File: src/rtl/maq_pkg.sv
// Shared constants, time bundles and hour stepping for the minutes/hours stage.
package maq_pkg;

   localparam logic [3:0] MIN_U_MAX    = 4'd9;
   localparam logic [2:0] MIN_T_MAX    = 3'd5;
   localparam logic [1:0] HOUR24_MAX_T = 2'd2;
   localparam logic [3:0] HOUR24_MAX_U = 4'd3;
   localparam logic [4:0] HOUR12_MAX   = 5'd12;

   localparam logic [1:0] HOUR12_T = 2'(HOUR12_MAX / 5'd10);
   localparam logic [3:0] HOUR12_U = 4'(HOUR12_MAX % 5'd10);

   typedef struct packed {
      logic [3:0] min_lsd;
      logic [2:0] min_msd;
      logic [3:0] hour_lsd;
      logic [1:0] hour_msd;
      logic       pm;
   } maq_time_t;

   typedef struct packed {
      logic [1:0] hour_msd;
      logic [3:0] hour_lsd;
      logic       pm;
      logic       day;
   } maq_hour_t;

   // Next hour in either format; day marks the midnight wrap.
   function automatic maq_hour_t hour_step(
      input logic       mode24,
      input logic [1:0] msd,
      input logic [3:0] lsd,
      input logic       pm
   );
      maq_hour_t r;
      logic      over;
      logic      mid;
      logic      tens;
      r = '{hour_msd: msd, hour_lsd: lsd, pm: pm, day: 1'b0};
      if (mode24) begin
         over = (msd > HOUR24_MAX_T) ||
                (msd == HOUR24_MAX_T && lsd >= HOUR24_MAX_U);
         mid  = 1'b0;
      end else begin
         over = (msd > HOUR12_T) ||
                (msd == HOUR12_T && lsd >= HOUR12_U);
         mid  = !over && msd == HOUR12_T &&
                lsd == (HOUR12_U - 4'd1);
      end
      tens = !over && !mid && lsd >= MIN_U_MAX;
      unique case (1'b1)
         over: begin
            r.hour_msd = 2'd0;
            r.hour_lsd = mode24 ? 4'd0 : 4'd1;
            r.day      = mode24;
         end
         mid: begin
            r.hour_lsd = HOUR12_U;
            r.pm       = ~pm;
            r.day      = pm;
         end
         tens: begin
            r.hour_msd = msd + 2'd1;
            r.hour_lsd = 4'd0;
         end
         default: begin
            r.hour_lsd = lsd + 4'd1;
         end
      endcase
      return r;
   endfunction

endpackage

File: src/rtl/maq_bcd60.sv
// Two-digit BCD minute counter 00..59 with a suppressible wrap carry.
module maq_bcd60
   import maq_pkg::*;
(
   input  logic       maqs_clock,
   input  logic       maqs_reset,
   input  logic       inc,
   input  logic       carry_sup,
   output logic [3:0] lsd,
   output logic [2:0] msd,
   output logic       wrap
);

   logic u_top;
   logic t_top;

   assign u_top = lsd >= MIN_U_MAX;
   assign t_top = msd >= MIN_T_MAX;
   assign wrap  = inc & u_top & t_top & ~carry_sup;

   always_ff @(posedge maqs_clock or negedge maqs_reset) begin
      if (!maqs_reset) begin
         lsd <= '0;
         msd <= '0;
      end else if (inc) begin
         if (u_top) begin
            lsd <= '0;
            msd <= t_top ? 3'd0 : msd + 3'd1;
         end else begin
            lsd <= lsd + 4'd1;
         end
      end
   end

endmodule

File: src/rtl/maq_mh.sv
// Minutes/hours stage: BCD minutes and hours, time-set path, day carry.
module maq_mh
   import maq_pkg::*;
#(
   parameter bit MODE_24H = 1'b1
) (
   input  logic       maqs_clock,
   input  logic       maqs_reset,
   input  logic       mh_enable,
   input  logic       mh_addminuto,
   input  logic       mh_set_en,
   input  logic       mh_set_min_inc,
   input  logic       mh_set_hour_inc,
   output logic [3:0] mh_min_Lsd,
   output logic [2:0] mh_min_Msd,
   output logic [3:0] mh_hour_Lsd,
   output logic [1:0] mh_hour_Msd,
   output logic       mh_pm,
   output logic       mh_addday
);

   localparam logic [1:0] RST_HT = MODE_24H ? 2'd0 : HOUR12_T;
   localparam logic [3:0] RST_HU = MODE_24H ? 4'd0 : HOUR12_U;

   logic       count_ev;
   logic       set_min;
   logic       set_hr;
   logic       min_inc;
   logic       min_wrap;
   logic       hour_inc;
   logic [3:0] min_lsd;
   logic [2:0] min_msd;
   logic [1:0] hour_msd_q;
   logic [3:0] hour_lsd_q;
   logic       pm_q;
   logic       addday_q;
   maq_hour_t  hour_nxt;
   maq_time_t  now_t;

   assign count_ev = mh_enable & mh_addminuto & ~mh_set_en;
   assign set_min  = mh_set_en & mh_set_min_inc;
   assign set_hr   = mh_set_en & mh_set_hour_inc;
   assign min_inc  = count_ev | set_min;
   assign hour_inc = min_wrap | set_hr;

   // Set-mode minute wraps must not carry into the hour.
   maq_bcd60 u_min (
      .maqs_clock (maqs_clock),
      .maqs_reset (maqs_reset),
      .inc        (min_inc),
      .carry_sup  (mh_set_en),
      .lsd        (min_lsd),
      .msd        (min_msd),
      .wrap       (min_wrap)
   );

   assign hour_nxt = hour_step(MODE_24H, hour_msd_q, hour_lsd_q, pm_q);

   always_ff @(posedge maqs_clock or negedge maqs_reset) begin
      if (!maqs_reset) begin
         hour_msd_q <= RST_HT;
         hour_lsd_q <= RST_HU;
         pm_q       <= 1'b0;
         addday_q   <= 1'b0;
      end else begin
         addday_q <= min_wrap & hour_nxt.day;
         if (hour_inc) begin
            hour_msd_q <= hour_nxt.hour_msd;
            hour_lsd_q <= hour_nxt.hour_lsd;
            pm_q       <= MODE_24H ? 1'b0 : hour_nxt.pm;
         end
      end
   end

   assign now_t = '{
      min_lsd:  min_lsd,
      min_msd:  min_msd,
      hour_lsd: hour_lsd_q,
      hour_msd: hour_msd_q,
      pm:       pm_q
   };

   assign mh_min_Lsd  = now_t.min_lsd;
   assign mh_min_Msd  = now_t.min_msd;
   assign mh_hour_Lsd = now_t.hour_lsd;
   assign mh_hour_Msd = now_t.hour_msd;
   assign mh_pm       = now_t.pm;
   assign mh_addday   = addday_q;

endmodule

File: config.mk
export PLATFORM = sky130hd
export DESIGN_NAME = maq_mh
export DESIGN_NICKNAME = d
export VERILOG_FILES = /design/src/rtl/maq_pkg.sv /design/src/rtl/maq_bcd60.sv /design/src/rtl/maq_mh.sv
export SDC_FILE = /design/constraint.sdc
export NUM_CORES = 1
export LEC_CHECK = 0
export ABC_AREA = 1
export BUFFER_PORTS_ARGS = -buffer_cell sky130_fd_sc_hd__clkbuf_2
export CAP_MARGIN = 30
export CORE_AREA = 2 2 53 55
export CTS_CLUSTER_DIAMETER = 200
export CTS_CLUSTER_SIZE = 40
export DETAILED_ROUTE_END_ITERATION = 10
export DIE_AREA = 0 0 55 57
export GPL_ROUTABILITY_DRIVEN = 0
export PLACE_DENSITY = 0.52
export SYNTH_ARGS = -nofsm -noshare
export SYNTH_HDL_FRONTEND = slang
export SYNTH_SLANG_ARGS = --single-unit
export TNS_END_PERCENT = 100
File: constraint.sdc
create_clock -name maqs_clock -period 4.3 [get_ports maqs_clock]
set_clock_uncertainty 0.05 [all_clocks]
set_input_delay 0.86 -clock maqs_clock [delete_from_list [all_inputs] [get_ports maqs_clock]]
set_output_delay 0.86 -clock maqs_clock [all_outputs]
set_load 0.03 [all_outputs]
# --- Word-level counts from Yosys, hierarchy flattened ---
# Cells that the tools add are included.
totals:
  ff_bits: 14
  input_bits: 7
  out_inout_bits: 15
  wordCells: 39
op_classes:
  n_addsub: 4
  order_cmp: 5
  n_eq_ne: 1
  muxes: 5
  n_bitwise: 11
  reduce_logical: 8
ops:
  columns: ["op", "n"]
  rows:
  - ["4-bit by 1-bit adder with 4-bit output, second input constant", 2]
  - ["1-bit AND", 8]
  - ["4-bit >= comparator, second input constant", 2]
  - ["4-bit two-way mux", 2]
  - ["4-bit by 2-bit >= comparator with 1-bit output, second input constant", 1]
  - ["2-bit one-hot mux with 2 select lines", 1]
  - ["2-bit AND reduction", 2]
  - ["3-bit by 1-bit adder with 3-bit output, second input constant", 1]
  - ["3-bit >= comparator, second input constant", 1]
  - ["3-bit two-way mux", 1]
  - ["2-bit by 1-bit adder with 2-bit output, second input constant", 1]
  - ["2-bit == test, second input constant", 1]
  - ["2-bit > comparator, second input constant", 1]
  - ["1-bit logical AND", 2]
  - ["1-bit bitwise OR", 2]
  - ["2-bit nonzero test", 1]
  - ["2-bit OR reduction", 1]
  - ["1-bit logical NOT", 1]
  - ["1-bit logical OR", 1]
  - ["1-bit two-way mux", 1]
  - ["1-bit NOT", 1]

# --- Longest topological paths before layout ---
# Gate-level depths: netlist of run 1.
logic_depth:
  depth_word: 8
  ltp_mapped: 11
  mapped_depth_nobuf: 11

# --- By module ---
# A second synthesis of run 1 with hierarchy kept.
hier_totals:
  hier_cells: 108
  area_unflattened_um2: 873.3
by_module_without_submodules:
  columns: ["module", "n_inst", "cells_each", "area_each_um2", "seq_area_each_um2"]
  rows:
  - ["maq_mh", 1, 56, 442.9, 175.2]
  - ["maq_bcd60", 1, 52, 430.4, 175.2]

# --- Worst setup path before layout of run 1 ---
# OpenSTA, ideal clock, no wires.
synth_timing:
  kind: "input to register"
  from: "in mh_enable"
  to: "reg hour_msd_q[1] (netlist: mh_hour_Msd[1])"
  setup_time_ns: 0.118
  arrival_time_ns: 1.520
  slack_ns: 2.612
  path_stages: 9
  path_buffers: 0
  path_cell_list: "nand2_1 nand2_1 nand2_2 nor2_4 nand3_2 nand2_4 nand2_2 nand2_1 nand2_1"
synth_between:
  elab_chain_cells: 8
synth_rtl:
  columns: ["element", "line", "text"]
  rows:
  - ["start, declared", "maq_mh.sv:9", "input logic mh_enable,"]
  - ["1-bit AND (2 in a row)", "maq_mh.sv:40", "assign count_ev = mh_enable & mh_addminuto & ~mh_set_en;"]
  - ["1-bit bitwise OR", "maq_mh.sv:43", "assign min_inc = count_ev | set_min;"]
  - ["1-bit AND (3 in a row)", "maq_bcd60.sv:19", "assign wrap = inc & u_top & t_top & ~carry_sup;"]
  - ["1-bit bitwise OR", "maq_mh.sv:44", "assign hour_inc = min_wrap | set_hr;"]
  - ["2-bit AND reduction (no source line)", null, null]
  - ["end signal, assigned", "maq_mh.sv:68", "hour_msd_q <= hour_nxt.hour_msd;"]
  - ["end, declared", "maq_mh.sv:33", "logic [1:0] hour_msd_q;"]
# Every way passes these cells.
# A chain may end at the register's enable or synchronous reset.

# --- Final worst setup path of run 1 ---
layout_timing:
  from: "reg hour_lsd_q[2] (netlist: mh_hour_Lsd[2])"
  to: "out mh_hour_Lsd[2]"
layout_rtl:
  columns: ["element", "line", "text"]
  rows:
  - ["start, declared", "maq_mh.sv:34", "logic [3:0] hour_lsd_q;"]
  - ["start signal, assigned", "maq_mh.sv:69", "hour_lsd_q <= hour_nxt.hour_lsd;"]
  - ["end, declared", "maq_mh.sv:16", "output logic [3:0] mh_hour_Lsd,"]
# No word-level cell between the ends.

==> results.tsv, run 1 <==
stage	metric	value	unit
outcome	status	completed	
finish	final_cell_mix	nand2_1, clkbuf_2, inv_1, dfrtp_1	
setup_path	critPathMaxStageDelay	0.45	ns
power	clkPwrFrac	10.0	%
setup_path	cp.required	3.39	ns
detailed_routing	drt-total-wl	1.55	mm
detailed_routing	dr.pass1.iters	4	
sta	finalHoldViolCount	0	
cts	clkSinkCount	14	
sta	setup_ws	2.42	ns
cts	cts_resized	0	
setup_path	worst-path-max-fanout	6	
sta	report.final.slew_viol_count	0	
finish	syn2layout_area_growth	17.9	%
cts	clkSlewWorstSetupHoldPaths	0.08	ns
logic_synthesis	synth_seq_cells	14	
power	p_switching	374	uW
setup_path	criticalPathCategory	flip-flop to primary output	
global_routing	grt_overflow	0	
sta	finalWorstPathRequiredPeriod	1.88	ns
finish	fillers	287	
finish	drive_above_1_share	26.2	%
floorplanning	initial_utilization	32.9	%
cts	htree_num_levels	1	
floorplanning	core_area	2620	um2
detailed_routing	drc	0	
finish	nets	144	
setup_path	endpoint_kind	primary output	
min_path	worstHoldPathType	input pin to asynchronous set/reset pin	
sta	rsz0062_at_grt	no	
finish	fin_util	38.8	%
cts	postCtsSetupBuffers	0	
power	seqPwrFrac	33.8	%
sta	setup_violations	0	
floorplanning	die_w	55	um
finish	layout_commonest_cell	nand2_1	
logic_synthesis	syn-num-nets	120	
place	place_area	991	um2
power	swShare	51.7	%
place	portBuffers	20	
floorplanning	rows	19	
detailed_routing	viasPerCell	4.57	
global_routing	grt_max_degree	15	
cts	root_buffer	clkbuf_4	
power	p_int	350	uW
logic_synthesis	synth_warnings	0	
place	dp_slack	2.41	ns
logic_synthesis	syn_avg_cell_area	8.27	um2
setup_path	path_delay_family	flip-flops	
setup_path	crit_chain	clkbuf_2	
finish	multi_input_area	434	um2
logic_synthesis	ys_seq_area_share	40.8	%
sta	tns	0	ns
logic_synthesis	syn-cell-area	860	um2
setup_path	cp-start-kind	flip-flop	
global_routing	grt_pass1_wl	2.63	mm
global_routing	antenna_found_initial	0	
cts	cts_tree	yes	
power	peakVddDrop	0.372	mV
global_routing	grt_pass1_vias	659	
job	drv_cap	0	
finish	ff_latch_area	350	um2
global_routing	grtUsageTotal	11.6	%
detailed_routing	vias	717	
detailed_routing	postRouteAntennaNets	0	
setup_path	crit_arrival	0.97	ns
detailed_routing	first_iter_violations	11	
cts	cts_max_path_buffers	2	
cts	cts_hold_buf	0	
floorplanning	die-area	3140	um2
power	combPwrFrac	56.2	%
sta	finalCritPeriodShare	43.7	%
cts	clk_latency	0.28	ns
sta	timing.fmax	532	MHz
logic_synthesis	synthCells	104	
floorplanning	die_h	57	um
finish	antenna_cells	0	
setup_path	slowest_stage	dfrtp_1	
floorplanning	ios	22	
place	place_hpwl	1.26	mm
detailed_routing	routedWlPerCell	9.89	um
setup_path	path_buf_inv	1	
power	leakagePower	0.560	nW
logic_synthesis	synth_cell_types	21	
cts	numCtsBuffers	3	
finish	fin_area	1010	um2
power	powerDensity	715	nW/um2
==> worst paths after layout <==
kind,start,depth (start not counted),slack [ns],to
max,mh_hour_Lsd[2],1,2.42,mh_hour_Lsd[2]
min,maqs_reset,1,0.43,u_min.msd[2]
max in group asynchronous,maqs_reset,1,3.52,u_min.lsd[0]
max reg2reg,u_min.lsd[1],11,2.72,mh_hour_Msd[0]
min reg2reg,mh_hour_Msd[0],2,0.47,mh_hour_Msd[0]
min in group maqs_clock,mh_hour_Msd[0],2,0.47,mh_hour_Msd[0]
==> worst register-to-register path: cells and delay by family (launching register included) <==
| family | cells | cell delay, ns |
|---|---|---|
| fa+ha+maj | 1 | 0.16 |
| flops | 1 | 0.40 |
| simple gates | 8 | 0.69 |
| buf+inv | 2 | 0.16 |
==> power groups by stage <==
| stage | logic (mW) | registers [mW] | clock network (mW) |
|---|---|---|---|
| after global routing | 0.462 | 0.256 | 0.0828 |
| after detailed placement | 0.413 | 0.249 | 0 |
| after global placement | 0.408 | 0.247 | 0 |
| final | 0.407 | 0.245 | 0.0726 |
| after CTS | 0.415 | 0.246 | 0.0773 |
| after floorplan | 0.206 | 0.345 | 0 |
==> synth_stat cells <==
cell type	instances	area, um2
a21boi_2	1	11.3
a21oi_1	1	5.00
buf_4	1	7.51
conb_1	1	3.75
dfrtp_1	14	350
ha_1	9	113
inv_1	16	60.1
inv_2	2	7.51
nand2_1	22	82.6
nand2_2	3	18.8
nand2_4	1	11.3
nand3_1	9	45.0
nand3_2	1	10.0
nor2_1	8	30.0
nor2_4	1	11.3
nor4_1	1	6.26
o21ai_0	6	30.0
o31ai_1	2	15.0
or2_2	1	6.26
xnor2_1	1	8.76
xor2_1	3	26.3
==> per-stage QoR <==
step	hold slack, ns	instances	power (mW)
floorplan	0.514	104	0.551
global placement	0.430	154	0.656
detailed placement	0.445	154	0.662
CTS	0.431	157	0.739
global route	0.436	157	0.801
finish	0.427	157	0.724
==> kinds of logic (layout without fill, tap and decap cells) <==
group | after synthesis | in the layout | share of synthesized area, %
simple gates | 47 | 47 | 25.8
buf+inv | 19 | 41 | 8.73
flops | 14 | 14 | 40.8
compound gates | 10 | 10 | 7.13
fa+ha+maj | 9 | 9 | 13.1
xor+xnor | 4 | 4 | 4.08
other cells | 1 | 1 | 0.436
==> layer usage <==
metal  GRT usage [%]  wire [um]  vias to the layer above
li1                -          -                      365
met1            13.2        651                      331
met2            19.2        791                       19
met3            5.50        100                        2
met4            3.14         10                        0
met5               0          0                        -
==> sequential cells by signal (all words and copies together) (netlist names) <==
| name | cells |
|---|---|
| mh_addday | 1 |
| mh_hour_Msd | 2 |
| u_min.lsd | 4 |
| mh_hour_Lsd | 4 |
| u_min.msd | 3 |
==> final cells by class <==
class	count	area share (%)
Tap cell	31	3.83
Sequential cell	14	34.6
Clock buffer	3	2.22
Inverter	18	6.67
Multi-Input combinational cell	71	42.8
Timing Repair Buffer	20	9.88
Power figures use the tool's default switching activity.
==> run 2, diff against run 1 <==
- PLACE_DENSITY: 0.52 -> 0.54
- clock period: 4.3 -> 1.5 ns (I/O delays scaled with it)
==> results.tsv, run 2 (synthesis results as in run 1) <==
stage	metric	value	unit
floorplanning	die_w	55	um
power	powerDensity	2070	nW/um2
job	drv_cap	0	
sta	rsz0062_at_grt	yes	
min_path	hold_start	mh_set_en	
cts	clkSlewWorstSetupHoldPaths	0.08	ns
detailed_routing	drc	0	
cts	htree_num_levels	1	
setup_path	endpoint_kind	flip-flop	
global_routing	grt_overflow	0	
sta	setup_violations	0	
cts	numCtsBuffers	3	
detailed_routing	wl_met1	756	um
detailed_routing	viasPerCell	4.53	
floorplanning	ios	22	
finish	layout_commonest_cell	clkbuf_2	
sta	finalHoldViolCount	0	
detailed_routing	routed-wl-met3	78	um
global_routing	grt_pass1_wl	3.07	mm
setup_path	slowest_stage	dfrtp_2	
setup_path	criticalPathCategory	flip-flop to flip-flop	
place	dp_slack	-0.0296	ns
power	peakVddDrop	1.13	mV
setup_path	worst-path-max-fanout	5	
sta	whs	0.317	ns
sta	finalWorstPathRequiredPeriod	1.46	ns
global_routing	grtUsageTotal	13.2	%
finish	syn2layout_area_growth	40.5	%
floorplanning	die-area	3140	um2
setup_path	timing.rr.start	u_min.lsd[1]	
detailed_routing	highest_layer	met4	
cts	root_buffer	clkbuf_4	
finish	final_cell_count_no_fill	172	
sta	finalCritPeriodShare	97.3	%
finish	antenna_cells	0	
floorplanning	rows	19	
finish	final_cell_mix	clkbuf_2, nand2_1, inv_1, buf_4, dfrtp_1	
detailed_routing	drt-total-wl	1.77	mm
detailed_routing	routed-wl-met2	912	um
detailed_routing	first_iter_violations	4	
sta	report.final.slew_viol_count	0	
detailed_routing	routedWlPerCell	10.3	um
global_routing	grt_max_degree	15	
place	portBuffers	20	
cts	cts_tree	yes	
cts	cts_max_path_buffers	2	
finish	nets	158	
detailed_routing	vias	779	
sta	tns	0	ns
power	finalPower	2.49	mW
place	place_hpwl	1.35	mm
power	leakagePower	0.629	nW
setup_path	critical_path.startpoint	u_min.lsd[1]	
setup_path	cp-start-kind	flip-flop	
setup_path	critPathMaxStageDelay	0.43	ns
sta	timing.fmax	685	MHz
outcome	status	completed	
cts	clkSinkCount	14	
sta	setup_ws	0.0399	ns
setup_path	crit_arrival	1.58	ns
cts	clk_latency	0.27	ns
finish	drive_above_1_share	46.8	%
setup_path	cp.required	1.62	ns
floorplanning	die_h	57	um
detailed_routing	postRouteAntennaNets	0	
min_path	worstHoldPathType	input pin to flip-flop	
setup_path	r2r_slack	0.04	ns
floorplanning	core_area	2620	um2
global_routing	grt_pass1_vias	757	
floorplanning	initial_utilization	32.9	%
place	dpl.cell_count	161	
detailed_routing	dr.pass1.iters	4	
global_routing	antenna_found_initial	0	
setup_path	crit_chain	inv_4 > ha_4 > inv_2 > nand3_2 > nand2_2 > nor2_4 > nand3_4 > nand2_4 > nand2_2 > nand2_1 > nand2_1	
[run 2: where the power goes]
part	total [mW]	leakage, nW	internal (mW)	switching (mW)
clock network	0.224	0.0150	0.103	0.121
registers	0.709	0.175	0.543	0.167
logic	1.56	0.439	0.619	0.942
total	2.49	0.629	1.26	1.23
[run 2: final cells by class]
type | instances | area [um2]
fillers | 276 | 1410
multi-input cells | 72 | 515
flip-flops and latches | 14 | 357
repair buffers | 33 | 200
inverters | 18 | 70.1
well taps | 31 | 38.8
clock buffers | 4 | 26.3
[run 2: stage by stage]
stage	utilization, %	area [um2]
finish	46.2	1210
global route	46.2	1210
CTS	43.9	1150
detailed placement	41.4	1080
global placement	41.4	1080
floorplan	-	898
[run 2: path summary, 6_finish.rpt]
kind | end | cells after the start
worst max register to register | mh_hour_Msd[1] | 11
worst min register to register | u_min.msd[2] | 2
max in group asynchronous | u_min.msd[0] | 2
worst min-delay path | mh_addday | 4
min in group asynchronous | mh_hour_Lsd[3] | 2
worst max-delay path | mh_hour_Msd[1] | 11
[run 2: metal layers]
layer	vias up	track usage (%)
met2	15	21.8
met5	-	0
met3	2	2.36
met4	0	4.18
met1	361	17.3
li1	401	-
[run 2: critical path: cells and delay by family, from the launching register on]
kind | cells | cell delay [ns]
buffers and inverters | 2 | 0.11
flip-flops | 1 | 0.43
adder cells (fa/ha/maj) | 1 | 0.12
AND/OR/NAND/NOR | 8 | 0.64
[run 2: timing repair]
action / in CTS / in global routing
setup endpoints to repair: 4 / 9
setup buffers: 2 / 3
cloned: 1 / 0
hold endpoints to repair: 14 / 0
pin swaps: 2 / 2
hold buffers: 1 / 0
gates resized for setup: 1 / 14
==> run 3, diff against run 2 <==
- PLACE_DENSITY: 0.54 -> 0.52
- clock period: 1.5 -> 1.55 ns (I/O delays scaled with it)
==> results.tsv, run 3 (synthesis results as in run 1) <==
stage	metric	value	unit
outcome	status	completed	
place	dp_slack	-0.0170	ns
cts	cts_tree	yes	
min_path	worstHoldPathType	input pin to flip-flop	
setup_path	worst-path-max-fanout	5	
power	finalPower	2.32	mW
finish	ff_latch_area	355	um2
finish	final_cell_mix	nand2_1, clkbuf_2, inv_1, dfrtp_1	
global_routing	grt_pass1_vias	743	
cts	htree_num_levels	1	
detailed_routing	viasPerCell	4.69	
sta	tns	0	ns
floorplanning	initial_utilization	32.9	%
power	powerDensity	2040	nW/um2
power	peakVddDrop	0.924	mV
cts	cts_max_path_buffers	2	
finish	antenna_cells	0	
sta	finalCritPeriodShare	95.7	%
detailed_routing	first_iter_violations	11	
sta	rsz0062_at_grt	yes	
sta	finalWorstPathRequiredPeriod	1.48	ns
floorplanning	rows	19	
detailed_routing	dr.pass1.iters	4	
global_routing	grt_pass1_wl	3.04	mm
global_routing	grt_max_degree	15	
floorplanning	core_area	2620	um2
floorplanning	die-area	3140	um2
global_routing	antenna_found_initial	0	
sta	finalHoldViolCount	0	
floorplanning	die_h	57	um
finish	fin_area	1140	um2
cts	clk_latency	0.29	ns
floorplanning	ios	22	
global_routing	grt_overflow	0	
finish	fillers	271	
setup_path	cp.required	1.69	ns
sta	setup_violations	0	
place	portBuffers	20	
setup_path	endpoint_kind	flip-flop	
finish	syn2layout_area_growth	32.5	%
sta	timing.fmax	674	MHz
global_routing	grtUsageTotal	13.1	%
cts	root_buffer	clkbuf_4	
finish	fin_util	43.5	%
setup_path	r2r_slack	0.07	ns
floorplanning	die_w	55	um
sta	setup_ws	0.0662	ns
detailed_routing	routedWlPerCell	10.6	um
place	place_hpwl	1.24	mm
finish	drive_above_1_share	39.3	%
setup_path	cp-start-kind	flip-flop	
setup_path	crit_arrival	1.62	ns
job	drv_cap	0	
place	place_area	1010	um2
detailed_routing	vias	779	
sta	report.final.slew_viol_count	0	
finish	nets	152	
cts	numCtsBuffers	3	
power	leakagePower	0.603	nW
finish	multi_input_area	483	um2
detailed_routing	drc	0	
setup_path	criticalPathCategory	flip-flop to flip-flop	
cts	clkSinkCount	14	
detailed_routing	postRouteAntennaNets	0	
detailed_routing	drt-total-wl	1.75	mm
cts	clkSlewWorstSetupHoldPaths	0.10	ns
==> run 3: worst paths after layout <==
path,from,cells after the start,end
hold / removal,mh_set_en,4,mh_addday
setup / recovery,u_min.lsd[1],11,mh_hour_Msd[0]
min in group asynchronous,maqs_reset,2,u_min.msd[1]
max in group asynchronous,maqs_reset,2,mh_hour_Msd[0]
setup reg to reg,u_min.lsd[1],11,mh_hour_Msd[0]
hold reg to reg,mh_hour_Msd[0],2,mh_hour_Msd[0]
==> run 3: what timing repair did <==
action | 4_1_cts | 5_1_grt
hold endpoints to repair | 14 | 0
hold buffers | 1 | 0
gates cloned | 1 | 0
setup endpoints to repair | 4 | 9
gates resized for setup | 1 | 10
pin swaps | 2 | 7
setup buffers | 2 | 2
==> run 3: final cells by class <==
cell class	instances	share of cell area, %
clock buffers	4	3.19
inverters	18	6.15
multi-input cells	72	42.4
flip-flops and latches	14	31.2
well taps	31	3.41
repair buffers	27	13.6
==> run 3: routing by layer <==
metal  global-route usage [%]  vias to the layer above  share of wire [%]
li1                         -                      384                  -
met1                     15.9                      362                 43
met2                     20.9                       25                 46
met3                     5.24                        8                7.3
met4                     4.18                        0                2.7
met5                        0                        -                  0
==> run 3: power breakdown <==
part	total (mW)	switching, mW	internal [mW]
clock network	0.286	0.143	0.143
registers	0.691	0.169	0.523
logic	1.34	0.848	0.495
==> run 3: stage by stage <==
stage,hold slack [ns],cells
after floorplan,-0.0356,104
after global placement,0.200,156
after detailed placement,0.202,156
after CTS,0.279,164
after global routing,0.295,166
final,0.269,166
==> run 3: critical path: stages, from the launching register on <==
cell,delay [ns]
dfrtp_2,0.44
inv_4,0.09
ha_4,0.12
inv_2,0.03
nand3_2,0.06
nand2_2,0.07
nor2_4,0.13
nand3_4,0.11
nand2_4,0.11
nand2_2,0.06
nand2_1,0.06
nand2_1,0.05
